[src/rtl/axi_lite_pkg.sv]
// Shared AXI4-Lite constants for the register slave and its storage bank.
package axi_lite_pkg;

  localparam logic [1:0] RESP_OKAY   = 2'b00;
  localparam logic [1:0] RESP_SLVERR = 2'b10;

  localparam int AXI_DATA_W = 32;
  localparam int AXI_STRB_W = 4;

endpackage

[src/rtl/axi_lite_reg_bank.sv]
// NUM_REGS x 32-bit register storage: one byte-enable write port, one
// combinational read port, and every register exported in parallel.
module axi_lite_reg_bank
  import axi_lite_pkg::*;
#(
  parameter int NUM_REGS = 8,
  localparam int IDX_W   = $clog2(NUM_REGS)
) (
  input  logic                           i_clk,
  input  logic                           i_srst,
  input  logic                           i_we,
  input  logic [IDX_W-1:0]               i_widx,
  input  logic [AXI_DATA_W-1:0]          i_wdata,
  input  logic [AXI_STRB_W-1:0]          i_wstrb,
  input  logic [IDX_W-1:0]               i_ridx,
  output logic [AXI_DATA_W-1:0]          o_rdata,
  output logic [AXI_DATA_W*NUM_REGS-1:0] o_reg_out
);

  logic [AXI_DATA_W*NUM_REGS-1:0] w_flat;

  genvar gi;
  generate
    for (gi = 0; gi < NUM_REGS; gi++) begin : g_reg
      logic [AXI_DATA_W-1:0] r_word;

      always_ff @(posedge i_clk) begin
        if (i_srst) begin
          r_word <= '0;
        end else if (i_we && (i_widx == IDX_W'(gi))) begin
          for (int b = 0; b < AXI_STRB_W; b++) begin
            if (i_wstrb[b]) begin
              r_word[8*b +: 8] <= i_wdata[8*b +: 8];
            end
          end
        end
      end

      assign w_flat[AXI_DATA_W*gi +: AXI_DATA_W] = r_word;
    end
  endgenerate

  assign o_rdata   = w_flat[AXI_DATA_W*i_ridx +: AXI_DATA_W];
  assign o_reg_out = w_flat;

endmodule

[src/rtl/axi_lite_slave_regs.sv]
// AXI4-Lite slave front end: independent AW/W holding, single outstanding
// write and read, address decode; storage lives in axi_lite_reg_bank.
module axi_lite_slave_regs
  import axi_lite_pkg::*;
#(
  parameter int ADDR_WIDTH = 32,
  parameter int NUM_REGS   = 8
) (
  input  logic                           ACLK,
  input  logic                           ARESET,
  input  logic [ADDR_WIDTH-1:0]          S_AXI_AWADDR,
  input  logic [2:0]                     S_AXI_AWPROT,
  input  logic                           S_AXI_AWVALID,
  output logic                           S_AXI_AWREADY,
  input  logic [AXI_DATA_W-1:0]          S_AXI_WDATA,
  input  logic [AXI_STRB_W-1:0]          S_AXI_WSTRB,
  input  logic                           S_AXI_WVALID,
  output logic                           S_AXI_WREADY,
  output logic [1:0]                     S_AXI_BRESP,
  output logic                           S_AXI_BVALID,
  input  logic                           S_AXI_BREADY,
  input  logic [ADDR_WIDTH-1:0]          S_AXI_ARADDR,
  input  logic [2:0]                     S_AXI_ARPROT,
  input  logic                           S_AXI_ARVALID,
  output logic                           S_AXI_ARREADY,
  output logic [AXI_DATA_W-1:0]          S_AXI_RDATA,
  output logic [1:0]                     S_AXI_RRESP,
  output logic                           S_AXI_RVALID,
  input  logic                           S_AXI_RREADY,
  output logic [AXI_DATA_W*NUM_REGS-1:0] REG_OUT
);

  localparam int IDX_W = $clog2(NUM_REGS);
  localparam logic [ADDR_WIDTH-3:0] REG_LIMIT = (ADDR_WIDTH-2)'(NUM_REGS);

  logic [ADDR_WIDTH-1:0] r_awaddr;
  logic [AXI_DATA_W-1:0] r_wdata;
  logic [AXI_STRB_W-1:0] r_wstrb;
  logic                  r_aw_held, r_w_held;
  logic                  r_awready, r_wready, r_bvalid, r_arready, r_rvalid;
  logic [1:0]            r_bresp, r_rresp;
  logic [AXI_DATA_W-1:0] r_rdata;

  logic                  w_aw_hs, w_w_hs, w_ar_hs, w_commit;
  logic                  w_aw_in_range, w_ar_in_range;
  logic                  w_aw_held_next, w_w_held_next, w_bvalid_next, w_rvalid_next;
  logic [1:0]            w_bresp_next, w_rresp_next;
  logic [AXI_DATA_W-1:0] w_rdata_next, w_bank_rdata;
  logic                  w_unused;

  assign w_aw_hs       = S_AXI_AWVALID && r_awready;
  assign w_w_hs        = S_AXI_WVALID && r_wready;
  assign w_ar_hs       = S_AXI_ARVALID && r_arready;
  assign w_commit      = r_aw_held && r_w_held;
  assign w_aw_in_range = r_awaddr[ADDR_WIDTH-1:2] < REG_LIMIT;
  assign w_ar_in_range = S_AXI_ARADDR[ADDR_WIDTH-1:2] < REG_LIMIT;

  always_comb begin
    w_aw_held_next = r_aw_held;
    w_w_held_next  = r_w_held;
    w_bvalid_next  = r_bvalid;
    w_bresp_next   = r_bresp;
    if (w_aw_hs) w_aw_held_next = 1'b1;
    if (w_w_hs)  w_w_held_next  = 1'b1;
    // Readies are low while both are held, so a commit never races a new handshake.
    if (w_commit) begin
      w_aw_held_next = 1'b0;
      w_w_held_next  = 1'b0;
      w_bvalid_next  = 1'b1;
      w_bresp_next   = w_aw_in_range ? RESP_OKAY : RESP_SLVERR;
    end else if (r_bvalid && S_AXI_BREADY) begin
      w_bvalid_next  = 1'b0;
    end
  end

  always_comb begin
    w_rvalid_next = r_rvalid;
    w_rdata_next  = r_rdata;
    w_rresp_next  = r_rresp;
    if (w_ar_hs) begin
      w_rvalid_next = 1'b1;
      w_rdata_next  = w_ar_in_range ? w_bank_rdata : '0;
      w_rresp_next  = w_ar_in_range ? RESP_OKAY : RESP_SLVERR;
    end else if (r_rvalid && S_AXI_RREADY) begin
      w_rvalid_next = 1'b0;
    end
  end

  // Readies are registered copies of the ready equations applied to next state.
  always_ff @(posedge ACLK) begin
    if (ARESET) begin
      r_awaddr  <= '0;
      r_wdata   <= '0;
      r_wstrb   <= '0;
      r_aw_held <= 1'b0;
      r_w_held  <= 1'b0;
      r_awready <= 1'b0;
      r_wready  <= 1'b0;
      r_bvalid  <= 1'b0;
      r_bresp   <= RESP_OKAY;
      r_arready <= 1'b0;
      r_rvalid  <= 1'b0;
      r_rdata   <= '0;
      r_rresp   <= RESP_OKAY;
    end else begin
      if (w_aw_hs) r_awaddr <= S_AXI_AWADDR;
      if (w_w_hs) begin
        r_wdata <= S_AXI_WDATA;
        r_wstrb <= S_AXI_WSTRB;
      end
      r_aw_held <= w_aw_held_next;
      r_w_held  <= w_w_held_next;
      r_awready <= !w_aw_held_next && !w_bvalid_next;
      r_wready  <= !w_w_held_next && !w_bvalid_next;
      r_bvalid  <= w_bvalid_next;
      r_bresp   <= w_bresp_next;
      r_arready <= !w_rvalid_next;
      r_rvalid  <= w_rvalid_next;
      r_rdata   <= w_rdata_next;
      r_rresp   <= w_rresp_next;
    end
  end

  axi_lite_reg_bank #(
    .NUM_REGS (NUM_REGS)
  ) u_bank (
    .i_clk     (ACLK),
    .i_srst    (ARESET),
    .i_we      (w_commit && w_aw_in_range),
    .i_widx    (r_awaddr[2 +: IDX_W]),
    .i_wdata   (r_wdata),
    .i_wstrb   (r_wstrb),
    .i_ridx    (S_AXI_ARADDR[2 +: IDX_W]),
    .o_rdata   (w_bank_rdata),
    .o_reg_out (REG_OUT)
  );

  assign S_AXI_AWREADY = r_awready;
  assign S_AXI_WREADY  = r_wready;
  assign S_AXI_BVALID  = r_bvalid;
  assign S_AXI_BRESP   = r_bresp;
  assign S_AXI_ARREADY = r_arready;
  assign S_AXI_RVALID  = r_rvalid;
  assign S_AXI_RDATA   = r_rdata;
  assign S_AXI_RRESP   = r_rresp;

  assign w_unused = ^{S_AXI_AWPROT, S_AXI_ARPROT, r_awaddr[1:0], S_AXI_ARADDR[1:0]};

endmodule

[config.mk]
export PLATFORM = sky130hd
export DESIGN_NAME = axi_lite_slave_regs
export DESIGN_NICKNAME = d
export VERILOG_FILES = /design/src/rtl/axi_lite_pkg.sv /design/src/rtl/axi_lite_reg_bank.sv /design/src/rtl/axi_lite_slave_regs.sv
export SDC_FILE = /design/constraint.sdc
export NUM_CORES = 1
export LEC_CHECK = 0
export CORE_ASPECT_RATIO = 1.2
export CORE_UTILIZATION = 53
export CTS_CLUSTER_DIAMETER = 150
export DETAILED_ROUTE_END_ITERATION = 10
export GPL_ROUTABILITY_DRIVEN = 0
export PLACE_DENSITY = 0.86
export SLEW_MARGIN = 10
export SYNTH_ARGS = -nofsm -noshare
export SYNTH_HDL_FRONTEND = slang
export SYNTH_SLANG_ARGS = --single-unit
[constraint.sdc]
create_clock -name ACLK -period 2.6 [get_ports ACLK]
set_input_delay 0.52 -clock ACLK [delete_from_list [all_inputs] [get_ports ACLK]]
set_output_delay 0.52 -clock ACLK [all_outputs]
set_load 0.03 [all_outputs]
==> metrics.md <==
| Metric | Value |
|---|---|
| Clock buffers created by TritonCTS | `36` |
| Required arrival time at the worst endpoint | `2.98 ns` |
| Leading cell types in the layout, fill and taps excluded | `clkdlybuf4s50_1 (393), dfxtp_1 (363), nand3b_1 (190), o21ai_1 (156), nand2_1 (138)` |
| Chip Width | `159 um` |
| Share of total power in sequential cells | `48.5%` |
| Launch point of the worst path | `r_awaddr[21]$_SDFFE_PP0P_` |
| Post-cts hold buffer count | `0` |
| Number of pins with negative max-slew slack in the final report | `0` |
| Internal power component | `0.00893 W` |
| Maximum buffer depth of the clock tree | `3` |
| GRT Resource Usage Total | `30.5%` |
| Gate family responsible for the most delay along the worst path | `simple AND/OR/NAND/NOR gates` |
| Final sum of negative setup slack | `0 ns` |
| Number of global-route vias before repair | `13100` |
| # DRC | `0` |
| Critical path depth in cells | `6` |
| Most frequent standard cell in the layout excluding fill and tap cells | `clkdlybuf4s50_1` |
| Sum of routed wire length over all layers | `47500 um` |
| Leakage power figure | `7.11 nW` |
| Detailed router's first-iteration violation count | `1104` |
| Worst Setup Path Type | `reg2reg` |
| Half-perimeter wire length of the detailed placement result | `32800 um` |
| Number of synthesis warnings | `0` |
| Arrival time of the worst setup path | `2.74 ns` |
| WL per Instance | `21.2 um` |
| Predominant post-synthesis flop cell | `dfxtp_1` |
| Maximum vdd drop | `0.000485 V` |
| Layout cell share with drive strength beyond 1 | `12.6%` |
| Number of ports placed on the die boundary | `410` |
| Pin count of the biggest net entering global routing | `66` |
| Total instance count after detailed placement | `2184` |
| Global routing usage on met1 | `35.9%` |
| Core outline area | `28900 um2` |
| Maxcap violations | `0` |
| Max stage delay on crit path | `0.57 ns` |
| Worst min-delay path class | `reg2reg` |
| Clock latency on the worst-skew pair | `0.52 ns` |
| Share of total power consumed by net switching | `23.5%` |
| Die span in y | `191 um` |
| Cell breakdown of the critical path | `nor4_1 -> and4_2 -> buf_4 -> nand4_4 -> nand3b_1 -> o21ai_1` |
| Buffer type at the clock tree root | `clkbuf_16` |
| Final critical-path share of the clock period | `90.5%` |
| Bufs and invs on worst path | `1` |
| Gate Count Post-Synth | `1482` |
| Fin crit period | `2.35 ns` |
| Yosys cell types | `43` |
| H-Tree Level Count | `2` |
| Filler Cells Inserted | `2030` |
| Worst-case register-to-register setup slack | `0.25 ns` |
| Routed via count divided by cell count | `5.94` |
| Final std cells w/o fill | `2246` |
| Count of final setup violators | `0` |
| Share of flip-flops with an asynchronous set or reset | `0%` |
| Result of the run | `completed` |
| Setup repair after global routing missed its margin | `false` |
| GR met3 Demand/Resource | `5.11%` |
| Number of gates resized after CTS | `0` |
| CTS tree | `done` |
| Pre-CTS setup slack | `0.162 ns` |
| Flip-flop and latch count after synthesis | `363` |
| Layout net count | `1950` |
| Count of input and output buffers | `397` |
| Clock Skew | `0.0169 ns` |
| Routed Antenna Nets | `0` |
| Standard cell with the maximum stage delay on the critical path | `and4_2` |
| DIE AREA | `30400 um2` |
| Antenna violations before repair | `2` |
| Effective utilization at floorplan | `54.3%` |
| CTS clk-pin slew, worst paths | `0.06 ns` |
| Clock group share of total power | `43.4%` |
| P&R area growth vs syn | `33.8%` |
| Endpoint of the lowest-slack register-to-register path | `u_bank.g_reg[4].r_word[18]$_SDFFE_PP0P_` |
| Number of endpoints with negative hold slack in the final report | `0` |
| Average cell area after synthesis | `10.6 um2` |
| Category of the worst setup path capture point | `flip-flop` |
| Critical path capture point | `u_bank.g_reg[4].r_word[18]$_SDFFE_PP0P_` |
| Global route overflow | `0` |
| Via count | `13300` |
| Post-CTS Setup Repair Bufs | `0` |
| Sort of element at the start of the critical path | `flip-flop` |
| Psw | `0.00274 W` |
| Most used routing layer | `met2` |
| Worst relative slew slack | `62.1%` |
| Path depth of the worst reg2reg path | `6` |
| Number of flops mapped to enable cells by yosys | `0` |
| Origin of the critical flop-to-flop path | `r_awaddr[21]$_SDFFE_PP0P_` |
| Fraction of the yosys area taken by sequential cells | `46.2%` |
| Mapped Area | `15700 um2` |
| Wire length of the first global-routing pass | `73100 um` |
| Setup WS post-layout | `0.247 ns` |
| Hold_ws | `0.453 ns` |
| Number of core rows | `68` |
| Sink Count | `363` |
| GR Layer Usage met2 | `53.1%` |
| CP Max Fanout | `16` |
| TritonRoute pass-1 iters | `5` |
| Maximum achievable frequency | `0.425 GHz` |
| Combinational Power Share | `8.2%` |
| Transition time at the pin with the least slew margin | `0.566 ns` |
| Power density over cell area | `555 nW/um2` |
[flip-flops by register name (all words and copies together) (netlist names)]
name / cells
S_AXI_ARREADY: 1
S_AXI_BVALID: 1
S_AXI_RVALID: 1
S_AXI_RRESP: 1
r_aw_held: 1
S_AXI_BRESP: 1
u_bank.g.r_word: 256
r_wstrb: 4
S_AXI_RDATA: 32
r_w_held: 1
r_awaddr: 30
S_AXI_AWREADY: 1
r_wdata: 32
S_AXI_WREADY: 1
[how the worst min path moves through the flow]
stage	from	slack (ns)	cells after the start	to
after floorplan	r_awaddr[27]$_SDFFE_PP0P_	0.44	2	r_awaddr[27]$_SDFFE_PP0P_
after global placement	r_wdata[12]$_SDFFE_PP0P_	0.44	2	r_wdata[12]$_SDFFE_PP0P_
after detailed placement	r_wdata[31]$_SDFFE_PP0P_	0.45	2	r_wdata[31]$_SDFFE_PP0P_
after CTS	r_wdata[31]$_SDFFE_PP0P_	0.45	2	r_wdata[31]$_SDFFE_PP0P_
after global routing	r_wdata[9]$_SDFFE_PP0P_	0.47	2	r_wdata[9]$_SDFFE_PP0P_
final	r_wdata[31]$_SDFFE_PP0P_	0.45	2	r_wdata[31]$_SDFFE_PP0P_
[tightest hold or removal path, cell delays in order (launching register included)]
cell and delay (ns):
dfxtp_1 0.31, nand2_1 0.05, a21oi_1 0.05
[final cells by class]
cell class,count,area (um2),share of cell area [%]
Antenna cell,1,2.50,0.0119
Clock buffer,51,1080,5.13
Clock inverter,10,70.1,0.333
Multi-Input combinational cell,996,7710,36.7
Sequential cell,363,7270,34.5
Tap cell,385,482,2.29
Timing Repair Buffer,440,4430,21.0
[cells in the mapped netlist (3+ instances only)]
cell | number | area share (%)
o21ai_0 | 32 | 1.0
buf_6 | 25 | 1.8
nand3b_1 | 190 | 9.1
mux4_2 | 46 | 6.6
a22oi_1 | 31 | 1.5
buf_4 | 9 | 0.43
nor3_1 | 3 | 0.095
o21ai_2 | 4 | 0.22
mux2_2 | 33 | 2.4
nand2_1 | 140 | 3.3
buf_2 | 13 | 0.41
nor2_1 | 39 | 0.93
nand4_4 | 22 | 3.0
dfxtp_1 | 363 | 46
clkbuf_1 | 64 | 1.5
nand2b_1 | 98 | 3.9
buf_1 | 8 | 0.19
mux4_1 | 18 | 3.0
mux2i_1 | 64 | 4.1
o21ai_1 | 156 | 5.0
nor2b_1 | 10 | 0.40
and2_1 | 4 | 0.16
nor4_1 | 13 | 0.52
a21oi_1 | 68 | 2.2
and2_2 | 4 | 0.19
[metrics by stage]
step	total power [W]	area [um2]	utilization (%)
after detailed placement	0.00673	19900	68.7
after CTS	0.0117	21000	72.7
after global placement	0.00670	19900	68.7
after global routing	0.0120	21000	72.7
after floorplan	0.00640	15700	-
final	0.0117	21000	72.7
[kinds of logic (layout without fill, tap and decap cells)]
logic type	count (synthesis)	in the layout	share of synthesized area [%]
buffers and inverters	124	501	4.83
other	1	3	0.0239
AND/OR/NAND/NOR	540	540	22.9
multiplexers	161	161	16.0
flip-flops	363	363	46.2
AO/OA/AOI/OAI	293	293	9.99
[per-layer routing]
metal | share of wire [%] | vias to the layer above | wire (um)
met5 | 0.036 | - | 17
met4 | 5.2 | 2 | 2450
met3 | 6.9 | 143 | 3280
met2 | 50 | 657 | 23600
met1 | 38 | 6499 | 18200
li1 | - | 6041 | -
[power by group through the flow]
stage,Clock [W],Combinational [W],Sequential (W)
final,0.00506,0.000952,0.00566
after global routing,0.00535,0.00101,0.00566
after CTS,0.00510,0.000951,0.00566
after detailed placement,0,0.000945,0.00578
after global placement,0,0.000925,0.00578
after floorplan,0,0.000619,0.00579
(Power assumes the default switching activity.)
